===== src/rtl/key_schedule_ctrl_if.sv =====
// Signal bundle for key_schedule_ctrl: key intake, expander drive, status and round-key read port.
interface key_schedule_ctrl_if;
  // Key intake is valid/ready: the key transfers on a rising edge where key_valid and key_ready
  // are both 1; key_ready never depends on key_valid, and an offer made while key_ready=0 is dropped.
  logic         key_valid;
  logic [127:0] key_data;
  logic         key_ready;
  logic         exp_load;
  logic [127:0] exp_key;
  logic [31:0]  exp_rcon;
  logic [127:0] exp_key_out;
  logic         keys_valid;
  logic         sched_done;
  logic         rk_rd_en;
  logic [3:0]   rk_rd_idx;
  logic [127:0] rk_rd_data;
  logic [1:0]   dbg_state;

  modport master (
    output key_valid, key_data, exp_key_out, rk_rd_en, rk_rd_idx,
    input  key_ready, exp_load, exp_key, exp_rcon, keys_valid, sched_done, rk_rd_data, dbg_state
  );

  modport slave (
    input  key_valid, key_data, exp_key_out, rk_rd_en, rk_rd_idx,
    output key_ready, exp_load, exp_key, exp_rcon, keys_valid, sched_done, rk_rd_data, dbg_state
  );
endinterface


===== src/rtl/key_schedule_ctrl.sv =====
// AES-128 key schedule sequencer: drives key_expansion_logic and stores every round key for reads.
// Optional zeroize input is compiled in when KEY_SCHED_ZEROIZE_EN is defined.
module key_schedule_ctrl #(
  parameter int NUM_ROUNDS = 10
) (
  input logic clk,
  input logic rst_n,
`ifdef KEY_SCHED_ZEROIZE_EN
  input logic zeroize,
`endif
  key_schedule_ctrl_if.slave bus
);
  typedef enum logic [1:0] {
    IDLE   = 2'd0,
    LOAD   = 2'd1,
    EXPAND = 2'd2,
    READY  = 2'd3
  } state_t;

  localparam logic [3:0] LAST = 4'(NUM_ROUNDS);

  state_t       state, state_nxt;
  logic [127:0] key_q;
  logic [3:0]   cnt;
  logic [127:0] rk [0:NUM_ROUNDS];
  logic         keys_valid_q;
  logic         sched_done_q;
  logic [127:0] rd_data_q;
  logic [127:0] rd_sel;
  logic         key_ready_c;
  logic         exp_load_c;
  logic         accept;
  logic         last_store;
  logic         clear;
  logic [7:0]   rc;

`ifdef KEY_SCHED_ZEROIZE_EN
  assign clear = zeroize;
`else
  assign clear = 1'b0;
`endif

  always_ff @(posedge clk or negedge rst_n) begin
    if (!rst_n) state <= IDLE;
    else        state <= state_nxt;
  end

  // Clearing wins over a key offer, so key_ready is withheld while clearing.
  always_comb begin
    state_nxt   = state;
    key_ready_c = 1'b0;
    exp_load_c  = 1'b0;
    case (state)
      IDLE, READY: begin
        key_ready_c = !clear;
        if (bus.key_valid && !clear) state_nxt = LOAD;
      end
      LOAD: begin
        exp_load_c = 1'b1;
        state_nxt  = EXPAND;
      end
      EXPAND:  if (cnt == LAST) state_nxt = READY;
      default: state_nxt = IDLE;
    endcase
    if (clear) state_nxt = IDLE;
  end

  assign accept     = bus.key_valid && key_ready_c;
  assign last_store = (state == EXPAND) && (cnt == LAST);

  always_comb begin
    case (cnt)
      4'd0:    rc = 8'h01;
      4'd1:    rc = 8'h02;
      4'd2:    rc = 8'h04;
      4'd3:    rc = 8'h08;
      4'd4:    rc = 8'h10;
      4'd5:    rc = 8'h20;
      4'd6:    rc = 8'h40;
      4'd7:    rc = 8'h80;
      4'd8:    rc = 8'h1b;
      4'd9:    rc = 8'h36;
      default: rc = 8'h00;
    endcase
  end

  always_ff @(posedge clk or negedge rst_n) begin
    if (!rst_n) begin
      key_q        <= '0;
      cnt          <= '0;
      keys_valid_q <= 1'b0;
      sched_done_q <= 1'b0;
    end else if (clear) begin
      key_q        <= '0;
      cnt          <= '0;
      keys_valid_q <= 1'b0;
      sched_done_q <= 1'b0;
    end else begin
      if (accept) key_q <= bus.key_data;
      cnt          <= ((state == EXPAND) && !last_store) ? cnt + 4'd1 : 4'd0;
      sched_done_q <= last_store;
      if (last_store)  keys_valid_q <= 1'b1;
      else if (accept) keys_valid_q <= 1'b0;
    end
  end

  // Expander output for round cnt is valid during the EXPAND cycle that precedes its store edge.
  always_ff @(posedge clk or negedge rst_n) begin
    if (!rst_n) begin
      for (int i = 0; i <= NUM_ROUNDS; i++) rk[i] <= '0;
    end else if (clear) begin
      for (int i = 0; i <= NUM_ROUNDS; i++) rk[i] <= '0;
    end else if (state == EXPAND) begin
      for (int i = 0; i <= NUM_ROUNDS; i++)
        if (cnt == 4'(i)) rk[i] <= bus.exp_key_out;
    end
  end

  always_comb begin
    rd_sel = '0;
    for (int i = 0; i <= NUM_ROUNDS; i++)
      if (bus.rk_rd_idx == 4'(i)) rd_sel = rk[i];
  end

  // keys_valid_q is still set in the accept cycle, so a concurrent read returns old-key data.
  always_ff @(posedge clk or negedge rst_n) begin
    if (!rst_n)            rd_data_q <= '0;
    else if (clear)        rd_data_q <= '0;
    else if (bus.rk_rd_en) rd_data_q <= keys_valid_q ? rd_sel : '0;
  end

  assign bus.key_ready  = key_ready_c;
  assign bus.exp_load   = exp_load_c;
  assign bus.exp_key    = key_q;
  assign bus.exp_rcon   = ((state == EXPAND) && (cnt != LAST)) ? {rc, 24'h0} : 32'h0;
  assign bus.keys_valid = keys_valid_q;
  assign bus.sched_done = sched_done_q;
  assign bus.rk_rd_data = rd_data_q;
  assign bus.dbg_state  = state;
endmodule


===== src/flat_wrapper.sv =====
// flat-port wrapper written by rule: the top's interface ports become plain ports
module key_schedule_ctrl_flat 
#(
  parameter int NUM_ROUNDS = 10
)
  (clk, rst_n, bus_key_valid, bus_key_data, bus_exp_key_out, bus_rk_rd_en, bus_rk_rd_idx, bus_key_ready, bus_exp_load, bus_exp_key, bus_exp_rcon, bus_keys_valid, bus_sched_done, bus_rk_rd_data, bus_dbg_state);
  key_schedule_ctrl_if bus_i ();
  input logic clk;
  input logic rst_n;
  input wire logic [$bits(bus_i.key_valid)-1:0] bus_key_valid;
  input wire logic [$bits(bus_i.key_data)-1:0] bus_key_data;
  input wire logic [$bits(bus_i.exp_key_out)-1:0] bus_exp_key_out;
  input wire logic [$bits(bus_i.rk_rd_en)-1:0] bus_rk_rd_en;
  input wire logic [$bits(bus_i.rk_rd_idx)-1:0] bus_rk_rd_idx;
  output wire logic [$bits(bus_i.key_ready)-1:0] bus_key_ready;
  output wire logic [$bits(bus_i.exp_load)-1:0] bus_exp_load;
  output wire logic [$bits(bus_i.exp_key)-1:0] bus_exp_key;
  output wire logic [$bits(bus_i.exp_rcon)-1:0] bus_exp_rcon;
  output wire logic [$bits(bus_i.keys_valid)-1:0] bus_keys_valid;
  output wire logic [$bits(bus_i.sched_done)-1:0] bus_sched_done;
  output wire logic [$bits(bus_i.rk_rd_data)-1:0] bus_rk_rd_data;
  output wire logic [$bits(bus_i.dbg_state)-1:0] bus_dbg_state;
  assign bus_i.key_valid = bus_key_valid;
  assign bus_i.key_data = bus_key_data;
  assign bus_i.exp_key_out = bus_exp_key_out;
  assign bus_i.rk_rd_en = bus_rk_rd_en;
  assign bus_i.rk_rd_idx = bus_rk_rd_idx;
  assign bus_key_ready = bus_i.key_ready;
  assign bus_exp_load = bus_i.exp_load;
  assign bus_exp_key = bus_i.exp_key;
  assign bus_exp_rcon = bus_i.exp_rcon;
  assign bus_keys_valid = bus_i.keys_valid;
  assign bus_sched_done = bus_i.sched_done;
  assign bus_rk_rd_data = bus_i.rk_rd_data;
  assign bus_dbg_state = bus_i.dbg_state;
  key_schedule_ctrl #(.NUM_ROUNDS(NUM_ROUNDS)) u_core (.clk(clk), .rst_n(rst_n), .bus(bus_i));
endmodule

===== config.mk =====
export PLATFORM = sky130hd
export DESIGN_NAME = key_schedule_ctrl_flat
export DESIGN_NICKNAME = d
export VERILOG_FILES = /design/src/rtl/key_schedule_ctrl_if.sv /design/src/rtl/key_schedule_ctrl.sv /design/src/flat_wrapper.sv
export SDC_FILE = /design/constraint.sdc
export NUM_CORES = 2
export LEC_CHECK = 0
export BUFFER_PORTS_ARGS = -buffer_cell sky130_fd_sc_hd__buf_4
export CORE_MARGIN = 10
export CORE_UTILIZATION = 32
export CTS_CLUSTER_DIAMETER = 100
export CTS_CLUSTER_SIZE = 24
export DETAILED_ROUTE_END_ITERATION = 10
export GPL_TIMING_DRIVEN = 1
export HOLD_SLACK_MARGIN = 0.06
export PLACE_DENSITY = 0.52
export SKIP_CTS_REPAIR_TIMING = 1
export SKIP_LAST_GASP = 1
export SYNTH_ARGS = -nofsm -noshare
export SYNTH_HDL_FRONTEND = slang
export SYNTH_SLANG_ARGS = --single-unit

===== constraint.sdc =====
create_clock -name clk -period 3.89 [get_ports clk]
set_input_delay 0.389 -clock clk [delete_from_list [all_inputs] [get_ports clk]]
set_output_delay 0.389 -clock clk [all_outputs]
set_load 0.005 [all_outputs]

After elaboration in Yosys (flattened, before gate mapping)
Memories as Yosys holds them, arrays and structs flattened.
Cells that the tools add are included.
{"block": "classes", "add_sub_neg": 1, "eq_ne": 26, "muxes": 21, "reduce_logical": 22}
{"operator": "128-bit 2-to-1 mux", "count": 12}
{"operator": "4-bit by 3-bit equality test with 1-bit output (second input constant)", "count": 8}
{"operator": "32-bit 2-to-1 mux", "count": 1}
{"operator": "4-bit equality test (second input constant)", "count": 6}
{"operator": "2-bit AND reduction", "count": 12}
{"operator": "4-bit by 2-bit equality test with 1-bit output (second input constant)", "count": 4}
{"operator": "4-bit by 1-bit equality test with 1-bit output (second input constant)", "count": 2}
{"operator": "4-bit logical NOT", "count": 2}
{"operator": "2-bit case mux with 3 select lines", "count": 1}
{"operator": "4-bit by 1-bit adder with 4-bit output (second input constant)", "count": 1}
{"operator": "2-bit equality test (second input constant)", "count": 2}
{"operator": "1-bit logical AND", "count": 4}
{"operator": "1-bit 2-to-1 mux", "count": 4}
{"operator": "2-bit 2-to-1 mux", "count": 2}
{"operator": "4-bit 2-to-1 mux", "count": 1}
{"operator": "2-bit != test (second input constant)", "count": 2}
{"operator": "4-bit != test (second input constant)", "count": 1}
{"operator": "2-bit by 1-bit equality test with 1-bit output (second input constant)", "count": 1}
{"operator": "2-bit logical NOT", "count": 1}
{"operator": "2-bit nonzero test", "count": 1}
{"operator": "2-bit OR reduction", "count": 1}
{"operator": "1-bit logical NOT", "count": 1}
{"block": "word_totals", "regBits": 1672, "mem_bits_ro": 128, "input_bits": 264, "output_inout_bits": 294, "elab_cells": 88, "n_memories": 1}
{"name": "(name not given)", "words": 16, "width": 8, "read_ports": 1, "rd_ports_with_merged_regs": 0, "wr": 0, "line": "key_schedule_ctrl.sv:72", "rtl": "case (cnt)"}

Logic depth before layout (Yosys ltp)
{"block": "logic_depth", "word_depth": 13, "mapped_depth": 9, "ltp_nobuf": 6}

Worst setup path after synthesis
OpenSTA, ideal clock, no wires.
{"block": "synth_timing", "path_kind": "register -> register", "from": "register u_core.state[0] (netlist: u_core.bus.dbg_state[0])", "to": "register u_core.key_q[46] (netlist: u_core.bus.exp_key[46])", "setup_ps": 125, "arrival_ps": 1925, "required_ps": 3765, "slack_ps": 1841, "stages_incl_launch_ff": 7, "n_path_buf": 2, "period_less_slack_ps": 2049, "path_cell_list": "dfrtp_1 inv_1 ha_1 nand2_1 clkbuf_1 buf_1 mux2_2"}
{"block": "synth_via", "elab_chain_len": 4, "word_cells_on_any_way": 5, "classes_between": "eq/ne: 1; mux: 1; reduce/logical: 3"}
{"item": "start: declaration", "line": "key_schedule_ctrl.sv:22", "rtl": "state_t state, state_nxt;"}
{"item": "start signal: assignment", "line": "key_schedule_ctrl.sv:45", "rtl": "else state <= state_nxt;"}
{"item": "2-bit equality test / 2-bit logical NOT (equally long branches)", "line": "key_schedule_ctrl.sv:53", "rtl": "case (state)"}
{"item": "2-bit OR reduction *", "line": "key_schedule_ctrl.sv:53"}
{"item": "1-bit 2-to-1 mux *", "line": "key_schedule_ctrl.sv:53"}
{"item": "named net bus_key_ready", "line": "flat_wrapper.sv:15", "rtl": "output wire logic [$bits(bus_i.key_ready)-1:0] bus_key_ready;"}
{"item": "1-bit logical AND *", "line": "key_schedule_ctrl.sv:68", "rtl": "assign accept = bus.key_valid && key_ready_c;"}
{"item": "end signal: assignment", "line": "key_schedule_ctrl.sv:99", "rtl": "if (accept) key_q <= bus.key_data;"}
{"item": "end: declaration", "line": "key_schedule_ctrl.sv:23", "rtl": "logic [127:0] key_q;"}
Mark *: on every way through the listed nets, which the timed path passes. The rest lies on a longest branch.
A chain may end at the register's enable or synchronous reset.

Final worst setup path
{"block": "layout_timing", "from": "register u_core.state[0] (netlist: u_core.bus.dbg_state[0])", "to": "output bus_exp_rcon[24]"}
{"block": "layout_via", "elab_chain_len": 3}
{"item": "2-bit equality test", "line": "key_schedule_ctrl.sv:135", "rtl": "assign bus.exp_rcon = ((state == EXPAND) && (cnt != LAST)) ? {rc, 24'h0} : 32'h0;"}
{"item": "1-bit logical AND", "line": "key_schedule_ctrl.sv:135"}
{"item": "32-bit 2-to-1 mux", "line": "key_schedule_ctrl.sv:135"}
{"item": "end: declaration", "line": "flat_wrapper.sv:18", "rtl": "output wire logic [$bits(bus_i.exp_rcon)-1:0] bus_exp_rcon;"}
Every way passes these cells.

==> results.md <==
| Parameter | This run |
|:---|:---|
| Number of remaining DRC errors | 0 |
| Rows | 178 |
| Outcome | completed |
| Die Wd | 507 um |
| Top fanout value on the critical path | 14 |
| Die Footprint | 257000 um2 |
| Combined global-route utilization of all metal layers | 0.201 |
| TritonCTS clock tree | done |
| Combinational group share of total power | 0.221 |
| Clock network fraction of design power | 0.260 |
| Kind of critical path | reg -> out |
| H-tree levels | 3 |
| Final Hold Violating Endpoints | 0 |
| Clock skew after layout | 36.7 ps |
| Max-cap violation count | 0 |
| Critical path capture point type | output pin |
| Syn Area/Cell | 12.8 um2 |
| Data required time of the worst path | 3500 ps |
| Routed len/inst | 28.0 um |
| Antenna violations before repair | 30 |
| Aggregate global routing overflow | 0 |
| DRT iter0 DRCs | 4170 |
| Arrival time at the worst endpoint | 3130 ps |
| Mean number of vias per cell | 5.53 |
| Proportion of power drawn by flip-flops and latches | 0.519 |
| Setup repair after global routing missed its margin | no |
| Count of boundary I/O pins | 558 |
| P_sw | 12100 uW |
| Post-route ant nets | 0 |
| Pwr/cell area | 479 nW/um2 |
| Worst Max-Slew Pin Slew | 1340 ps |
| Worst setup timing slack at the placement stage | 794 ps |
| Maximum resistive drop on vdd | 0.384 mV |
| Final TNS setup | 0 ps |
| Via count of the routed design | 53000 |
| Via count of the first global-routing pass | 54100 |
| Highest clock frequency the design can meet | 0.284 GHz |
| Post-layout worst setup margin | 371 ps |
| Netlist Area Pre-Place | 75800 um2 |
| Area Overhead vs Synth | 17.0% |
| First-pass GRT wire length | 390000 um |
| Clock Latency Late Sink | 780 ps |
| Placer congestion estimate | 0.764 |
| Port Buf Inserts | 533 |
| Number of nets in the finished design | 6645 |
| Iteration count of the initial detailed-routing pass | 7 |
| Startpoint type of the worst setup path | flip-flop |
| Starting utilization of the core area | 0.322 |
| Clk sinks | 1672 |
| Ratio of final minimum period to clock period | 0.905 |
| Internal power | 30400 uW |
| Clock tree root buffer cell | sky130_fd_sc_hd__clkbuf_16 |
| Max-slew headroom | 0.106 |
| Clock slew at the register clock pins of the worst setup and hold paths | 100 ps |
| Total number of yosys warnings | 0 |
| Max-slew violation count | 0 |
| Maximum number of pins on one net before global-route repair | 154 |
| Classification of the worst-slack hold path | in -> async |
| Die Span Y | 507 um |
| Number of setup violations in the final report | 0 |
| CTS buffer count | 88 |
| Number of enable flip-flop cells after synthesis | 0 |
| Number of distinct library cells after synthesis | 68 |
| Detailed placer's ending HPWL | 161000 um |
| Standard cell core area | 235000 um2 |
| Flip-flop and latch count after synthesis | 1672 |
| Fraction of layout cells with a size suffix above 1 | 0.391 |
| Post-layout min period | 3520 ps |
| Max clock buf depth | 3 |
| CP startpoint | u_core.bus.dbg_state[0]$_DFFE_PN0P_ |
| Pleak | 0.0383 uW |
| Dominant synthesized flop cell | sky130_fd_sc_hd__dfrtp_1 |
| Number of instances in the synthesized netlist | 5916 |
| RR Startpoint | u_core.cnt[3]$_DFF_PN0_ |
| Switching power as a share of total power | 0.284 |
| Sequential-to-total area share from yosys stat | 0.552 |
| Final WL | 268000 um |
| Share of synthesized registers carrying an async set or reset | 1.00 |
[worst max-delay path: stages, from the launching register on]
cell,delay (ps)
sky130_fd_sc_hd__dfrtp_1,420
sky130_fd_sc_hd__inv_1,90
sky130_fd_sc_hd__ha_1,690
sky130_fd_sc_hd__nand2_1,410
sky130_fd_sc_hd__nor3b_1,530
sky130_fd_sc_hd__buf_4,200
[final cells by class]
cell class | count | area (um2)
clock buffer | 98 | 2320
tap | 3150 | 3940
fill | 22700 | 147000
clock inverter | 35 | 489
timing repair buffer | 995 | 8910
multi-input combinational | 3597 | 31000
antenna | 12 | 30.0
sequential | 1672 | 41800
inverter | 18 | 95.1
[flip-flops by register name, indices dropped and copies added (netlist names)]
name / count
u_core.bus.exp_key: 128
u_core.cnt: 4
u_core.bus.rk_rd_data: 128
u_core.bus.sched_done: 1
u_core.bus.keys_valid: 1
u_core.rk: 1408
u_core.bus.dbg_state: 2
[synth_stat cells (24+ instances only)]
| master | number | share of area |
|---|---|---|
| sky130_fd_sc_hd__dfrtp_1 | 1672 | 0.55 |
| sky130_fd_sc_hd__mux2_2 | 1554 | 0.23 |
| sky130_fd_sc_hd__a21oi_1 | 388 | 0.026 |
| sky130_fd_sc_hd__clkbuf_1 | 290 | 0.014 |
| sky130_fd_sc_hd__buf_2 | 263 | 0.017 |
| sky130_fd_sc_hd__o21ai_0 | 223 | 0.015 |
| sky130_fd_sc_hd__o22ai_1 | 154 | 0.013 |
| sky130_fd_sc_hd__a22oi_1 | 133 | 0.013 |
| sky130_fd_sc_hd__nand2_1 | 133 | 0.0066 |
| sky130_fd_sc_hd__nor2_1 | 99 | 0.0049 |
| sky130_fd_sc_hd__nor2b_1 | 86 | 0.0071 |
| sky130_fd_sc_hd__nand3_1 | 79 | 0.0052 |
| sky130_fd_sc_hd__a21o_1 | 73 | 0.0072 |
| sky130_fd_sc_hd__a211oi_1 | 71 | 0.0070 |
| sky130_fd_sc_hd__o2bb2ai_1 | 58 | 0.0067 |
| sky130_fd_sc_hd__nor4_1 | 57 | 0.0047 |
| sky130_fd_sc_hd__a311oi_1 | 56 | 0.0065 |
| sky130_fd_sc_hd__buf_4 | 49 | 0.0049 |
| sky130_fd_sc_hd__o221ai_1 | 46 | 0.0053 |
| sky130_fd_sc_hd__a221o_1 | 42 | 0.0055 |
| sky130_fd_sc_hd__mux2i_1 | 37 | 0.0049 |
| sky130_fd_sc_hd__buf_1 | 25 | 0.0012 |
| sky130_fd_sc_hd__buf_6 | 25 | 0.0037 |
| sky130_fd_sc_hd__mux4_2 | 24 | 0.0071 |
| sky130_fd_sc_hd__nor3_1 | 24 | 0.0016 |
[per-layer routing]
metal	track usage	part of all wire
met5	0	0.00015
met4	0.0553	0.027
met1	0.266	0.44
met3	0.0402	0.057
met2	0.333	0.48
[power groups by stage]
| stage | clock network [uW] | registers [uW] | logic [uW] |
|---|---|---|---|
| floorplan | 0 | 22000 | 5630 |
| global placement | 0 | 22200 | 9030 |
| detailed placement | 0 | 22300 | 9230 |
| CTS | 11400 | 22000 | 9240 |
| global route | 12000 | 22400 | 10100 |
| finish | 11000 | 22000 | 9360 |
[kinds of logic (layout without fill, tap and decap cells)]
| logic type | count (synthesis) | after routing | synth area share |
|---|---|---|---|
| DFF | 1672 | 1672 | 0.552 |
| other | 1 | 36 | 0.0000495 |
| adders and majority gates | 9 | 9 | 0.00149 |
| buffers and inverters | 670 | 1146 | 0.0424 |
| muxes | 1628 | 1628 | 0.245 |
| AOI/OAI and AO/OA | 1423 | 1423 | 0.125 |
| xor gates and xnor gates | 1 | 1 | 0.000116 |
| and+or+nand+nor | 512 | 512 | 0.0334 |
[placed cells by master, fill, tap and decap left out, types with 56 or more instances in the layout]
cell and instances:
sky130_fd_sc_hd__nand3_1 74, sky130_fd_sc_hd__mux2_2 1554, sky130_fd_sc_hd__clkbuf_16 90, sky130_fd_sc_hd__nor2_1 97, sky130_fd_sc_hd__a22oi_1 133, sky130_fd_sc_hd__o21ai_0 223
sky130_fd_sc_hd__a21o_1 73, sky130_fd_sc_hd__a21oi_1 388, sky130_fd_sc_hd__o22ai_1 154, sky130_fd_sc_hd__a211oi_1 71, sky130_fd_sc_hd__dfrtp_1 1671, sky130_fd_sc_hd__o2bb2ai_1 58
sky130_fd_sc_hd__buf_12 60, sky130_fd_sc_hd__nor2b_1 84, sky130_fd_sc_hd__dlygate4sd3_1 259, sky130_fd_sc_hd__nand2_1 128, sky130_fd_sc_hd__buf_4 671, sky130_fd_sc_hd__a311oi_1 56
sky130_fd_sc_hd__nor4_1 57
[final timing paths]
| path | to | slack (ps) | cells past startpoint |
|---|---|---|---|
| max | bus_exp_rcon[24] | 370 | 5 |
| min | u_core.rk[384]$_DFFE_PN0P_ | 180 | 2 |
| max reg2reg | u_core.rk[303]$_DFFE_PN0P_ | 810 | 4 |
| min reg2reg | u_core.bus.rk_rd_data[100]$_DFFE_PN0P_ | 490 | 1 |
| max in group asynchronous | u_core.bus.rk_rd_data[72]$_DFFE_PN0P_ | 2250 | 3 |
| min in group clk | u_core.bus.rk_rd_data[36]$_DFFE_PN0P_ | 210 | 3 |
[metrics by stage]
step	total power [uW]	area [um2]	instances	utilization	hold slack, ps
after floorplan	27600	75900	5939	-	93.4
after global placement	31200	83200	9173	0.354	350
after detailed placement	31600	83200	9173	0.354	359
after CTS	42600	86000	9306	0.366	-502
after global routing	44500	88700	9570	0.377	171
final	42400	88700	9577	0.377	177
(Power assumes the default switching activity.)
